--- config.mk ---
export PLATFORM = sky130hd
export DESIGN_NAME = game_ctrl
export DESIGN_NICKNAME = d
export VERILOG_FILES = /design/src/rtl/game_pkg.sv /design/src/rtl/game_tick_gen.sv /design/src/rtl/game_ctrl.sv
export SDC_FILE = /design/constraint.sdc
export NUM_CORES = 1
export LEC_CHECK = 0
export ABC_AREA = 1
export CORE_MARGIN = 2
export CORE_UTILIZATION = 45
export CTS_CLUSTER_DIAMETER = 30
export DETAILED_ROUTE_END_ITERATION = 8
export PLACE_DENSITY = 0.78
export SLEW_MARGIN = 25
export SYNTH_ARGS = -nofsm -noshare
export SYNTH_HDL_FRONTEND = slang
export SYNTH_SLANG_ARGS = --single-unit
--- constraint.sdc ---
create_clock -name clk_d -period 3.51 [get_ports clk_d]
set_input_delay 0.8775 -clock clk_d [delete_from_list [all_inputs] [get_ports clk_d]]
set_output_delay 0.8775 -clock clk_d [all_outputs]
set_load 0.02 [all_outputs]
--- src/rtl/game_pkg.sv ---
// Shared types and constants for the aeroplane-dodging game sequencer.
package game_pkg;

  typedef enum logic [1:0] {
    ST_IDLE = 2'd0,
    ST_PLAY = 2'd1,
    ST_HIT  = 2'd2,
    ST_OVER = 2'd3
  } game_state_e;

  localparam int H_ACTIVE  = 640;
  localparam int V_ACTIVE  = 480;
  localparam int TICK_LINE = 480;

  localparam logic [15:0] SCORE_MAX = 16'hFFFF;

  // Scroll offset wraps inside the visible height; the 11-bit sum avoids overflow.
  function automatic logic [9:0] scroll_wrap(input logic [9:0] cur, input logic [9:0] step);
    logic [10:0] sum;
    sum = {1'b0, cur} + {1'b0, step};
    if (sum >= 11'(V_ACTIVE)) sum = sum - 11'(V_ACTIVE);
    return sum[9:0];
  endfunction

endpackage

--- src/rtl/game_tick_gen.sv ---
// Frame tick decode from the pixel position and rising-edge detect on btn_start.
module game_tick_gen
  import game_pkg::*;
(
  input  logic       clk_d,
  input  logic       rst,
  input  logic [9:0] pixel_x,
  input  logic [9:0] pixel_y,
  input  logic       btn_start,
  output logic       frame_tick,
  output logic       start_rise
);

  logic btn_start_q;

  // NOTE: sequential state always uses non-blocking assignment so every flop samples pre-edge values.
  always_ff @(posedge clk_d or posedge rst) begin
    if (rst) btn_start_q <= 1'b0;
    else     btn_start_q <= btn_start;
  end

  assign frame_tick = (pixel_x == 10'd0) && (pixel_y == 10'(TICK_LINE));
  assign start_rise = btn_start & ~btn_start_q;

endmodule

--- src/rtl/game_ctrl.sv ---
// Frame-level game sequencer: plane position, scroll, score and lives update once per frame tick.
// Define GAME_CTRL_LIVES_EN to enable lives, the HIT state and the invulnerability counter.
module game_ctrl
  import game_pkg::*;
#(
  parameter int PLANE_X_INIT = 300,
  parameter int PLANE_X_MIN  = 10,
  parameter int PLANE_X_MAX  = 570,
  parameter int PLANE_STEP   = 4,
  parameter int SCROLL_STEP  = 2,
  parameter int LIVES        = 3,
  parameter int HIT_FRAMES   = 60
) (
  input  logic        clk_d,
  input  logic        rst,
  input  logic [9:0]  pixel_x,
  input  logic [9:0]  pixel_y,
  input  logic        video_on,
  input  logic        obstacle_px,
  input  logic        plane_px,
  input  logic        btn_left,
  input  logic        btn_right,
  input  logic        btn_start,
  output logic [9:0]  plane_x,
  output logic [9:0]  scroll_y,
  output logic [1:0]  state,
  output logic [15:0] score,
  output logic [1:0]  lives
);

  logic        frame_tick;
  logic        start_rise;
  logic        overlap;
  logic        coll_q;
  logic        start_pend_q;
  game_state_e state_q;
  logic [9:0]  plane_x_q, plane_x_d;
  logic [9:0]  scroll_q, scroll_d;
  logic [15:0] score_q, score_d;
`ifdef GAME_CTRL_LIVES_EN
  logic [1:0]  lives_q;
  logic [7:0]  hit_cnt_q;
`endif

  game_tick_gen u_tick (
    .clk_d      (clk_d),
    .rst        (rst),
    .pixel_x    (pixel_x),
    .pixel_y    (pixel_y),
    .btn_start  (btn_start),
    .frame_tick (frame_tick),
    .start_rise (start_rise)
  );

  assign overlap = video_on & obstacle_px & plane_px;

  // Events seen on the tick cycle itself are carried into the next frame.
  always_ff @(posedge clk_d or posedge rst) begin
    if (rst) begin
      coll_q       <= 1'b0;
      start_pend_q <= 1'b0;
    end else if (frame_tick) begin
      coll_q       <= overlap;
      start_pend_q <= start_rise;
    end else begin
      coll_q       <= coll_q | overlap;
      start_pend_q <= start_pend_q | start_rise;
    end
  end

  // NOTE: every always_comb output gets a default first, so no path can infer a latch.
  always_comb begin
    plane_x_d = plane_x_q;
    if (btn_left && !btn_right) begin
      if ({1'b0, plane_x_q} < 11'(PLANE_X_MIN + PLANE_STEP)) plane_x_d = 10'(PLANE_X_MIN);
      else                                                     plane_x_d = plane_x_q - 10'(PLANE_STEP);
    end else if (btn_right && !btn_left) begin
      if ({1'b0, plane_x_q} + 11'(PLANE_STEP) > 11'(PLANE_X_MAX)) plane_x_d = 10'(PLANE_X_MAX);
      else                                                        plane_x_d = plane_x_q + 10'(PLANE_STEP);
    end
    scroll_d = scroll_wrap(scroll_q, 10'(SCROLL_STEP));
    score_d  = (score_q == SCORE_MAX) ? score_q : score_q + 16'd1;
  end

  always_ff @(posedge clk_d or posedge rst) begin
    if (rst) begin
      state_q   <= ST_IDLE;
      plane_x_q <= 10'(PLANE_X_INIT);
      scroll_q  <= 10'd0;
      score_q   <= 16'd0;
`ifdef GAME_CTRL_LIVES_EN
      lives_q   <= 2'(LIVES);
      hit_cnt_q <= 8'd0;
`endif
    end else if (frame_tick) begin
      case (state_q)
        ST_IDLE: begin
          plane_x_q <= 10'(PLANE_X_INIT);
          scroll_q  <= 10'd0;
          score_q   <= 16'd0;
`ifdef GAME_CTRL_LIVES_EN
          lives_q   <= 2'(LIVES);
`endif
          if (start_pend_q) state_q <= ST_PLAY;
        end
        ST_PLAY: begin
          plane_x_q <= plane_x_d;
          scroll_q  <= scroll_d;
          score_q   <= score_d;
          if (coll_q) begin
`ifdef GAME_CTRL_LIVES_EN
            lives_q <= lives_q - 2'd1;
            if (lives_q == 2'd1) begin
              state_q <= ST_OVER;
            end else begin
              state_q   <= ST_HIT;
              hit_cnt_q <= 8'(HIT_FRAMES);
            end
`else
            state_q <= ST_OVER;
`endif
          end
        end
`ifdef GAME_CTRL_LIVES_EN
        ST_HIT: begin
          plane_x_q <= plane_x_d;
          scroll_q  <= scroll_d;
          score_q   <= score_d;
          hit_cnt_q <= hit_cnt_q - 8'd1;
          if (hit_cnt_q == 8'd1) state_q <= ST_PLAY;
        end
`endif
        ST_OVER: begin
          if (start_pend_q) state_q <= ST_IDLE;
        end
        default: state_q <= ST_IDLE;
      endcase
    end
  end

  assign plane_x  = plane_x_q;
  assign scroll_y = scroll_q;
  assign state    = state_q;
  assign score    = score_q;
`ifdef GAME_CTRL_LIVES_EN
  assign lives    = lives_q;
`else
  assign lives    = 2'd1;
`endif

endmodule

==> Yosys cells after proc, flatten, opt, wreduce, memory -nomap -nowiden <==
Cells that the tools add are included.
{ "op_classes": {"muxes": 15, "eq_ne": 9, "add_sub_neg": 6, "order_cmp": 3, "bitwise_logic": 6, "reduce_logical": 12} }
{ "ops": {"columns": ["op", "n"], "rows": [
  ["10-bit 2-to-1 mux", 5],
  ["10-bit case mux with 2 select lines", 2],
  ["16-bit case mux with 2 select lines", 1],
  ["16-bit by 1-bit adder with 16-bit output (second input constant)", 1],
  ["16-bit equality test (second input constant)", 1],
  ["16-bit 2-to-1 mux", 1],
  ["10-bit by 2-bit adder with 11-bit output (second input constant)", 1],
  ["10-bit by 3-bit adder with 11-bit output (second input constant)", 1],
  ["11-bit by 9-bit >= comparator with 1-bit output (second input constant)", 1],
  ["11-bit by 10-bit greater-than comparator with 1-bit output (second input constant)", 1],
  ["10-bit by 3-bit adder with 10-bit output (second input constant)", 1],
  ["10-bit by 9-bit equality test with 1-bit output (second input constant)", 1],
  ["10-bit logical NOT", 1],
  ["10-bit by 4-bit less-than comparator with 1-bit output (second input constant)", 1],
  ["10-bit by 3-bit subtractor with 10-bit output (second input constant)", 1],
  ["10-bit by 9-bit subtractor with 10-bit output (second input constant)", 1],
  ["2-bit != test (second input constant)", 4],
  ["2-bit 2-to-1 mux", 3],
  ["2-bit case mux with 3 select lines", 1],
  ["3-bit AND reduction", 2],
  ["4-bit AND reduction", 1],
  ["1-bit AND", 3],
  ["1-bit logical AND", 3],
  ["3-bit != test (second input constant)", 1],
  ["9 further kinds", 12]
]} }
{ "word_totals": {"register_bits": 41, "inputBits": 28, "output_inout_bits": 40} }

==> Depth between registers and ports, before layout <==
Gate-level depths: netlist of the first run.
{ "depth": {"word_depth": 6, "depth_mapped": 14, "depth_no_buf": 14} }

==> Hierarchy <==
Synthesis of the first run repeated with hierarchy kept, for this count alone.
{ "hier_totals": {"cells_unflattened": 399, "hier_area_um2": 2808.9} }
{ "by_module_without_submodules": {"columns": ["module", "area_per_inst_um2", "cells_per_inst", "instances", "seq_area_each_um2"], "rows": [
  ["game_ctrl", 2678.8, 371, 1, 955.9],
  ["game_tick_gen", 130.1, 28, 1, 25.0]
]} }

==> Worst setup path after synthesis of the first run <==
No wires, ideal clock.
{ "synth_path": {"kind": "in2reg", "start": "input port pixel_x[7]", "end": "register score_q[0] (netlist: score[0])", "setup_ns": 0.119, "path_slack_ns": 1.546, "stages": 10, "arrival_ns": 1.844, "path_buffers": 2, "cell_sequence": "nor2_1 > nand2_1 > nor2_4 > nand3_1 > nor3_2 > nand2_2 > inv_2 > buf_6 > buf_8 > o21ai_2"} }
{ "synth_between": {"elab_chain_cells": 3} }
{ "synth_lines": {"columns": ["item", "line_no", "source"], "rows": [
  ["from (decl)", "game_ctrl.sv:16", "input logic [9:0] pixel_x,"],
  ["10-bit logical NOT", "game_tick_gen.sv:22", "assign frame_tick = (pixel_x == 10'd0) && (pixel_y == 10'(TICK_LINE));"],
  ["1-bit logical AND", "game_tick_gen.sv:22", null],
  ["3-bit AND reduction (no source line)", null, null],
  ["to (signal assigned)", "game_ctrl.sv:109", "score_q <= score_d;"],
  ["to (decl)", "game_ctrl.sv:39", "logic [15:0] score_q, score_d;"]
]} }
No other way between the ends.
A chain may end at the register's enable or synchronous reset.

==> Final worst setup path of the first run <==
{ "layout_path": {"start": "register state_q[1] (netlist: state[1])", "end": "output port state[1]"} }
{ "layout_lines": {"columns": ["item", "line_no", "source"], "rows": [
  ["from (decl)", "game_ctrl.sv:36", "game_state_e state_q;"],
  ["from (signal assigned)", "game_ctrl.sv:87", "state_q <= ST_IDLE;"],
  ["from (signal assigned)", "game_ctrl.sv:104", "if (start_pend_q) state_q <= ST_PLAY;"],
  ["from (signal assigned)", "game_ctrl.sv:120", "state_q <= ST_OVER;"],
  ["to (decl)", "game_ctrl.sv:26", "output logic [1:0] state,"]
]} }
No word-level cell between the ends.

==> flow_summary_export.csv, run 1 <==
group,metric,value,unit
clocking,cts_root_buf,"clkbuf_8",
sta,hold_viol,0,
worst_hold_path,hold_path_class,"reg2reg",
routing,drtIter0Drc,147,
run_status,status,"completed",
final_layout,utilization,57.2,%
sta,final.setup.tns,0,ps
floorplan,rows,30,
clocking,cts_max_level,2,
yosys,ys_ff_latch,39,
routing,route.detailed.drc,0,
worst_setup_path,path_class,"reg2out",
floorplan,ioPinCount,68,
placed_design,dpl_cell_area,3760,um2
final_layout,num-fill-cells,615,
worst_setup_path,cp.required,2630,ps
routing,viasPerCell,5.16,
clocking,numCtsBuffers,5,
final_layout,fin_nets,524,
sta,slew_headroom,61.7,%
floorplan,coreArea,6720,um2
grt,grt_use_total,20.9,%
worst_setup_path,crit_chain,"clkdlybuf4s50_1",
placed_design,port_buffers,63,
yosys,synth_top_area_cell,"dfrtp_1",
grt,grt_antenna_before_repair,0,
clocking,cts_max_path_buffers,2,
clocking,cts_sinks,39,
yosys,yosys-top-cells-area,"dfrtp_1 (28%), nand2_1 (11%), nand3_1 (6.9%)",
sta,rsz0062_at_grt,"false",
placed_design,place_hpwl,5670,um
floorplan,die-area,7570,um2
sta,final.min_clock_period,2440,ps
grt,grt_pass1_wl,12900,um
worst_setup_path,worst_path_max_delay_cell,"clkdlybuf4s50_1",
grt,grt_start_max_net_pins,40,
final_layout,drive_above_1_share,14.9,%
worst_setup_path,cp-end-kind,"primary output",
grt,grt_pass1_vias,2972,
routing,first_pass_iters,4,
sta,finClkSkew,9.25,ps
yosys,syn_inst,429,
final_layout,finalNonFillerCells,571,
yosys,synth.top_cell.area_share,28.2,%
power_and_ir_drop,p_leak,1.81,nW
placed_design,routabilityCongestion,0.885,
sta,slew_violations,0,
worst_setup_path,crit_buf_inv,1,
floorplan,chipHeight,87.0,um
yosys,ys_types,42,
clocking,ctsHoldBuffers,0,
sta,timing.fmax,409,MHz
final_layout,area_growth,24.0,%
worst_setup_path,crit_arrival,1560,ps
final_layout,fin_area,3840,um2
final_layout,diodes,0,
floorplan,die_x,87.0,um
floorplan,start_util,46.1,%
routing,wl_per_cell,12.9,um
worst_setup_path,slowest_delay,690,ps
sta,hold_ws,427,ps
routing,vias,2948,
sta,setup_viol,0,
placed_design,dp.cells,563,
routing,wl,7360,um
flow_run,drv_cap,0,
power_and_ir_drop,ir_drop,0.193,mV
sta,max_slew.worst_pin.slew,574,ps
yosys,seq_area_frac_synth,31.6,%
clocking,cts_tree,"built",
sta,finalCritPeriodShare,69.6,%
yosys,ys_warn_count,0,
worst_setup_path,cpLargestDelayFamily,"buffers and inverters",
final_layout,multi_input_area,1810,um2
clocking,cts_setup_buffers,0,
clocking,cts.clk_slew.worst_paths,90,ps
yosys,syn_area,3100,um2
grt,grt_overflow,0,
power_and_ir_drop,powerDensity,214,nW/um2
clocking,clk_latency,290,ps
worst_setup_path,critical_path_peak_fanout,7,
clocking,post_cts_resize_count,0,
final_layout,ff_latch_area,981,um2
worst_setup_path,start_kind,"flip-flop",
yosys,synth.avg_cell_area,7.23,um2
routing,ant_nets,0,
-- synth_stat cells, drive strengths merged --
library cell	instances
o21bai	1
xor2	16
buf	11
and3	1
nand2	106
a41oi	1
conb	2
a21oi	6
ha	6
inv	60
nor3b	2
nor4	3
nor3	11
a22oi	1
dfrtp	35
o21ai	33
xnor2	6
nor2	62
o211ai	1
clkinv	1
o22ai	2
nand3	50
nand4	3
clkbuf	1
dfstp	4
o31ai	4
-- metrics by stage --
stage	worst slack, ps	total power [mW]
after global placement	812	0.520
after CTS	1060	0.830
after floorplan	1550	0.486
final	1070	0.823
after global routing	871	0.851
after detailed placement	761	0.521
-- worst paths after layout --
check | startpoint | to | slack, ps | depth (start not counted)
max | state[1] | state[1] | 1070 | 1
min | u_tick.btn_start_q | start_pend_q | 430 | 1
max reg2reg | scroll_y[1] | scroll_y[5] | 1450 | 14
min reg2reg | u_tick.btn_start_q | start_pend_q | 430 | 1
max in group asynchronous | rst | plane_x[8] | 2140 | 3
min in group asynchronous | rst | scroll_y[7] | 1000 | 3
-- power breakdown --
part,switching (mW),internal (mW),leakage (nW)
combinational,0.0292,0.0322,1.35
clock,0.173,0.139,0.0402
sequential,0.000175,0.450,0.419
total,0.202,0.620,1.81
-- layer usage --
layer	part of all wire (%)	GRT usage (%)
met1	43	26.5
met2	51	35.9
met3	5.5	3.70
met4	0.96	6.96
met5	0	0
-- logic make-up after synthesis --
| kind of cell | Yosys count | synth area share (%) |
|---|---|---|
| simple gates | 238 | 38.3 |
| buf+inv | 73 | 10.4 |
| compound gates | 49 | 10.8 |
| flops | 39 | 31.6 |
| xor+xnor | 22 | 6.21 |
| fa+ha+maj | 6 | 2.42 |
| other cells | 2 | 0.242 |
-- placed cells by master (no fill, tap or decap), types with 3 or more instances in the layout --
| cell type | instances |
|---|---|
| nand2_1 | 94 |
| clkdlybuf4s50_1 | 63 |
| inv_1 | 52 |
| nor2_1 | 48 |
| nand3_1 | 43 |
| dfrtp_1 | 35 |
| o21ai_0 | 18 |
| xor2_1 | 16 |
| o21ai_2 | 12 |
| nand2_2 | 10 |
| nor2_4 | 9 |
| nor3_1 | 9 |
| inv_2 | 7 |
| xnor2_1 | 6 |
| ha_1 | 6 |
| nor2_2 | 5 |
| a21oi_1 | 5 |
| clkbuf_8 | 5 |
| nand3_2 | 4 |
| o31ai_1 | 4 |
| conb_1 | 4 |
| dfstp_2 | 4 |
| nand3_4 | 3 |
| nand4_1 | 3 |
| o21ai_1 | 3 |
-- area by class of cell --
cell class	count	share of cell area, %
Sequential cell	39	25.5
Clock inverter	3	0.521
Timing Repair Buffer	64	16.6
Inverter	61	6.02
Clock buffer	5	1.79
Multi-Input combinational cell	319	47.0
Tap cell	80	2.60
-- worst reg2reg max path, stage by stage, from the launching register on --
cell	delay, ps
dfrtp_1	440
ha_1	220
nand3_1	140
nor2_2	150
inv_1	50
nand2_1	100
inv_2	60
ha_1	210
nand3_2	100
nor2_4	60
nor2_4	150
nand2_4	90
nand2_1	80
nand3_1	80
nand2_1	80
-- registers in the layout, summed over array words and instances, names as in the netlist --
signal              flops
score                  16
plane_x                 9
scroll_y                9
state                   2
coll_q                  1
start_pend_q            1
u_tick.btn_start_q      1
Note: power is estimated with default switching activity, not from simulation.
==> run 2: changes to the inputs <==
==> constraint.sdc (replaced) <==
create_clock -name clk_d -period 2.5 [get_ports clk_d]
set_input_delay 0.625 -clock clk_d [delete_from_list [all_inputs] [get_ports clk_d]]
set_output_delay 0.625 -clock clk_d [all_outputs]
set_load 0.02 [all_outputs]
==> run 2 against run 1 <==
  * Sequential cell count unchanged
  * Design area up 1.8%
  * Largest power group is now clock
  * Sequential share of layout area is 0.44 points lower
  * Largest cell class unchanged
  * Critical path type unchanged
  * Critical path depth stayed put
==> flow_summary_export.csv, run 2 (synthesized netlist as in run 1, its figures left out) <==
group,metric,value,unit
run_status,status,"completed",
sta,max_slew.worst_pin.slew,488,ps
placed_design,routabilityCongestion,0.889,
clocking,ctsHoldBuffers,0,
power_and_ir_drop,ir_drop,0.257,mV
floorplan,ioPinCount,68,
sta,timing.fmax,457,MHz
sta,setup_viol,0,
final_layout,drive_above_1_share,15.0,%
grt,grt_use_total,21.1,%
clocking,cts_max_path_buffers,2,
clocking,numCtsBuffers,5,
routing,wl,7370,um
floorplan,chipHeight,87.0,um
clocking,cts.clk_slew.worst_paths,90,ps
routing,vias,2935,
floorplan,start_util,46.1,%
sta,finClkSkew,13.4,ps
grt,grt_pass1_vias,2887,
clocking,cts_max_level,2,
sta,final.min_clock_period,2190,ps
clocking,clk_latency,300,ps
worst_setup_path,cp-endpoint,"plane_x[4]",
worst_setup_path,slowest_delay,690,ps
floorplan,rows,30,
sta,hold_viol,0,
final_layout,layout_commonest_cell,"nand2_1",
grt,grt_overflow,0,
routing,drtIter0Drc,145,
placed_design,dp.cells,564,
worst_setup_path,cp-end-kind,"primary output",
routing,wl_per_cell,12.9,um
clocking,cts_setup_buffers,0,
flow_run,drv_cap,0,
worst_setup_path,path_depth,1,
worst_setup_path,path_class,"reg2out",
final_layout,utilization,58.2,%
worst_setup_path,critical_path_peak_fanout,10,
floorplan,coreArea,6720,um2
sta,slew_headroom,67.2,%
grt,grt_pass1_wl,13100,um
floorplan,die-area,7570,um2
final_layout,finalNonFillerCells,572,
worst_setup_path,rrSetupSlack,490,ps
clocking,cts_sinks,39,
worst_setup_path,reg2reg_to,"scroll_y[5]",
routing,viasPerCell,5.13,
final_layout,area_growth,26.2,%
worst_setup_path,worst_path_max_delay_cell,"clkdlybuf4s50_1",
power_and_ir_drop,powerDensity,347,nW/um2
floorplan,die_x,87.0,um
grt,grt_antenna_before_repair,0,
clocking,cts_tree,"built",
final_layout,largest_reg_flops,16,
routing,first_pass_iters,5,
grt,grt_start_max_net_pins,40,
clocking,cts_root_buf,"clkbuf_8",
worst_setup_path,crit_arrival,1560,ps
worst_setup_path,cpLargestDelayFamily,"buffers and inverters",
clocking,post_cts_resize_count,0,
final_layout,mostFrequentLayoutCells,"nand2_1 (94), clkdlybuf4s50_1 (63), inv_1 (52)",
placed_design,place_hpwl,5710,um
worst_hold_path,hold_path_class,"reg2reg",
worst_setup_path,crit_buf_inv,1,
sta,finalCritPeriodShare,87.5,%
sta,rsz0062_at_grt,"false",
sta,hold_ws,416,ps
final_layout,diodes,0,
worst_setup_path,cp.required,1880,ps
final_layout,fin_nets,525,
routing,route.detailed.drc,0,
sta,slew_violations,0,
routing,ant_nets,0,
worst_setup_path,worstReg2RegStart,"scroll_y[2]",
sta,final.setup.tns,0,ps
worst_setup_path,crit_chain,"clkdlybuf4s50_1",
power_and_ir_drop,total_power,1.36,mW
worst_setup_path,r2r_cells,14,
power_and_ir_drop,p_leak,1.84,nW
worst_setup_path,startpoint,"plane_x[4]",
worst_setup_path,start_kind,"flip-flop",
placed_design,port_buffers,63,
[run 2: power breakdown]
group / switching (mW) / internal (mW)
registers: 0.000190 / 0.631
logic: 0.0406 / 0.0452
clock network: 0.243 / 0.398
total: 0.284 / 1.07
[run 2: layout make-up]
| cell class | count | area, um2 |
|---|---|---|
| timing repair buffer | 65 | 658 |
| sequential | 39 | 981 |
| clock inverter | 3 | 67.6 |
| clock buffer | 5 | 68.8 |
| multi-input combinational | 319 | 1810 |
| tap | 80 | 100 |
| inverter | 61 | 231 |
| fill | 618 | 2810 |
[run 2: metal layers]
| metal | share of wire, % | up-vias | global-route usage (%) |
|---|---|---|---|
| met5 | 0 | - | 0 |
| met4 | 0.20 | 0 | 5.11 |
| met3 | 4.3 | 2 | 3.98 |
| met2 | 50 | 69 | 36.6 |
| met1 | 45 | 1376 | 27.1 |
| li1 | - | 1488 | - |
[run 2: how the worst min path moves through the flow]
stage                                   from      endpoint  slack, ps  cells past startpoint
after floorplan           u_tick.btn_start_q  start_pend_q        400                      1
after global placement    u_tick.btn_start_q  start_pend_q        400                      1
after detailed placement  u_tick.btn_start_q  start_pend_q        410                      1
after CTS                 u_tick.btn_start_q  start_pend_q        420                      1
after global routing      u_tick.btn_start_q  start_pend_q        450                      1
final                     u_tick.btn_start_q  start_pend_q        420                      1
[run 2: stage by stage]
step | setup WS (ps) | cell area (um2)
after global routing | 235 | 3910
after detailed placement | 162 | 3780
after CTS | 303 | 3910
after floorplan | 566 | 3110
after global placement | 199 | 3780
final | 313 | 3910
==> run 3: changes to the inputs <==
--- a/config.mk
+++ b/config.mk
@@ -10,7 +10,7 @@
 export CORE_UTILIZATION = 45
 export CTS_CLUSTER_DIAMETER = 30
 export DETAILED_ROUTE_END_ITERATION = 8
-export PLACE_DENSITY = 0.78
+export PLACE_DENSITY = 0.77
 export SLEW_MARGIN = 25
 export SYNTH_ARGS = -nofsm -noshare
 export SYNTH_HDL_FRONTEND = slang
==> constraint.sdc (replaced) <==
create_clock -name clk_d -period 2.05 [get_ports clk_d]
set_input_delay 0.5125 -clock clk_d [delete_from_list [all_inputs] [get_ports clk_d]]
set_output_delay 0.5125 -clock clk_d [all_outputs]
set_load 0.02 [all_outputs]
==> run 3 against run 2 <==
  * Cell count up 3.7%
  * Utilization up 2.7 points
  * Register-to-register slack worse by 380 ps
  * Count of clock-buffer cells in the layout unchanged
  * Via count up 3.1%
  * Global-route usage about the same
  * Worst setup slack worse by 270 ps
  * Critical path type unchanged
  * Critical endpoint is now plane_x[6]
==> flow_summary_export.csv, run 3 (synthesized netlist as in run 1, its figures left out) <==
group,metric,value,unit
routing,vias,3026,
clocking,cts_max_level,2,
floorplan,coreArea,6720,um2
clocking,cts_sinks,39,
final_layout,ff_latch_area,986,um2
worst_hold_path,hold_path_class,"reg2reg",
clocking,numCtsBuffers,5,
placed_design,port_buffers,63,
grt,grt_start_max_net_pins,40,
grt,grt_pass1_vias,2978,
final_layout,fin_nets,546,
worst_setup_path,crit_buf_inv,1,
grt,grt_use_met1,26.2,%
worst_setup_path,critical_path_peak_fanout,7,
power_and_ir_drop,ir_drop,0.245,mV
power_and_ir_drop,power_frac_comb,8.3,%
floorplan,die_x,87.0,um
routing,drtIter0Drc,141,
placed_design,post-place-ws,-132,ps
worst_setup_path,crit_chain,"clkdlybuf4s50_1",
final_layout,multi_input_area,1850,um2
grt,use_met3,3.60,%
sta,finClkSkew,4.50,ps
sta,hold_viol,0,
clocking,cts_tree,"built",
worst_setup_path,start_kind,"flip-flop",
power_and_ir_drop,p_int,1.07,mW
grt,grt_antenna_before_repair,0,
clocking,cts_root_buf,"clkbuf_8",
worst_setup_path,slowest_delay,670,ps
routing,route.detailed.drc,0,
worst_setup_path,worst_path_max_delay_cell,"clkdlybuf4s50_1",
worst_setup_path,path_class,"reg2out",
power_and_ir_drop,powerDensity,346,nW/um2
routing,wl,7710,um
power_and_ir_drop,p_leak,1.93,nW
floorplan,start_util,46.1,%
routing,first_pass_iters,5,
final_layout,largest_reg_flops,16,
sta,hold_ws,422,ps
worst_setup_path,cp.required,1540,ps
sta,timing.fmax,497,MHz
clocking,cts.clk_slew.worst_paths,80,ps
worst_setup_path,cp-end-kind,"primary output",
placed_design,routabilityCongestion,0.885,
final_layout,mostFrequentLayoutCells,"nand2_1 (93), clkdlybuf4s50_1 (59), inv_1 (48)",
grt,use_met2,37.5,%
routing,viasPerCell,5.10,
final_layout,drive_above_1_share,21.8,%
grt,grt_overflow,0,
sta,setup_viol,0,
grt,top_usage_layer,"met2",
clocking,clk_latency,300,ps
floorplan,rows,30,
sta,rsz0062_at_grt,"true",
final_layout,num-fill-cells,585,
worst_setup_path,cpLargestDelayFamily,"buffers and inverters",
clocking,ctsHoldBuffers,0,
grt,grt_pass1_wl,13000,um
power_and_ir_drop,clkPwrFrac,37.3,%
floorplan,chipHeight,87.0,um
power_and_ir_drop,seq_power_share,54.4,%
final_layout,layout_commonest_cell,"nand2_1",
power_and_ir_drop,p_switching,0.349,mW
flow_run,drv_cap,0,
sta,setup_slack,39.2,ps
sta,final.min_clock_period,2010,ps
sta,finalCritPeriodShare,98.1,%
sta,slew_violations,0,
clocking,cts_max_path_buffers,2,
power_and_ir_drop,swShare,24.6,%
final_layout,diodes,0,
worst_setup_path,crit_arrival,1500,ps
routing,wl_per_cell,13.0,um
floorplan,die-area,7570,um2
placed_design,place_hpwl,5880,um
routing,ant_nets,0,
final_layout,area_growth,32.0,%
floorplan,ioPinCount,68,
grt,grt_use_total,21.1,%
run_status,status,"completed",
==> run 3: cell count changes in the layout (fill, tap and decap cells not counted), moves of 3 or more <==
| cell | change |
|---|---|
| buf_4 | +19 |
| clkdlybuf4s50_1 | -4 |
| dfrtp_1 | -4 |
| dfrtp_2 | +4 |
| inv_1 | -4 |
| inv_2 | +4 |
| clkinv_2 | +3 |
| ha_1 | -3 |
| ha_2 | +3 |
| nor2_1 | -3 |
==> run 3: final timing paths <==
path	from	to	slack, ps	cells past startpoint
worst max register to register	scroll_y[2]	scroll_y[6]	110	13
worst max-delay path	plane_x[6]	plane_x[6]	40	1
worst min register to register	u_tick.btn_start_q	start_pend_q	420	1
min in group asynchronous	rst	score[7]	570	3
max in group asynchronous	rst	plane_x[2]	1230	3
worst min-delay path	u_tick.btn_start_q	start_pend_q	420	1
==> run 3: final cells by class <==
class / count / share of cell area, %
multi-input combinational: 319 / 45.2
timing repair buffer: 86 / 20.6
inverter: 61 / 5.65
clock inverter: 3 / 0.367
clock buffer: 5 / 1.68
tap: 80 / 2.44
sequential: 39 / 24.1
==> run 3: power by group through the flow <==
stage / Sequential, mW / Clock (mW) / Combinational, mW
floorplan: 0.785 / 0 / 0.0473
detailed placement: 0.785 / 0 / 0.117
CTS: 0.770 / 0.535 / 0.117
finish: 0.770 / 0.529 / 0.117
global route: 0.770 / 0.562 / 0.130
global placement: 0.785 / 0 / 0.115
==> run 3: metrics by stage <==
stage	utilization, %	setup TNS, ps	cells	power [mW]	area (um2)
4_1_cts	59.5	0	587	1.42	4000
2_1_floorplan	-	0	431	0.833	3110
3_3_place_gp	58.2	-62.6	579	0.900	3910
5_1_grt	60.9	-46.9	593	1.46	4090
6_report	60.9	0	593	1.42	4090
3_5_place_dp	58.2	-1500	579	0.902	3910
==> run 3: repair_timing <==
item	CTS	global route
resized for setup	4	20
endpoints found under the hold margin	0	0
setup endpoints to repair	4	15
pin swaps	0	7
buffers inserted	0	6
==> run 3: worst reg2reg max path: stages, from the launching register on <==
cell and delay, ps:
dfrtp_1 430, ha_2 250, nand3_4 100, nor2_4 130
inv_1 50, nand2_2 70, inv_2 50, ha_2 180
nand3_2 90, nor2_4 50, nor2_4 180, nand3_1 100
nand3_1 100, nand2_1 50
==> run 3: routing by layer <==
| layer | share of wire, % | vias to the layer above |
|---|---|---|
| met5 | 0 | - |
| met4 | 1.3 | 0 |
| met3 | 4.4 | 17 |
| met2 | 49 | 81 |
| met1 | 45 | 1394 |
| li1 | - | 1534 |
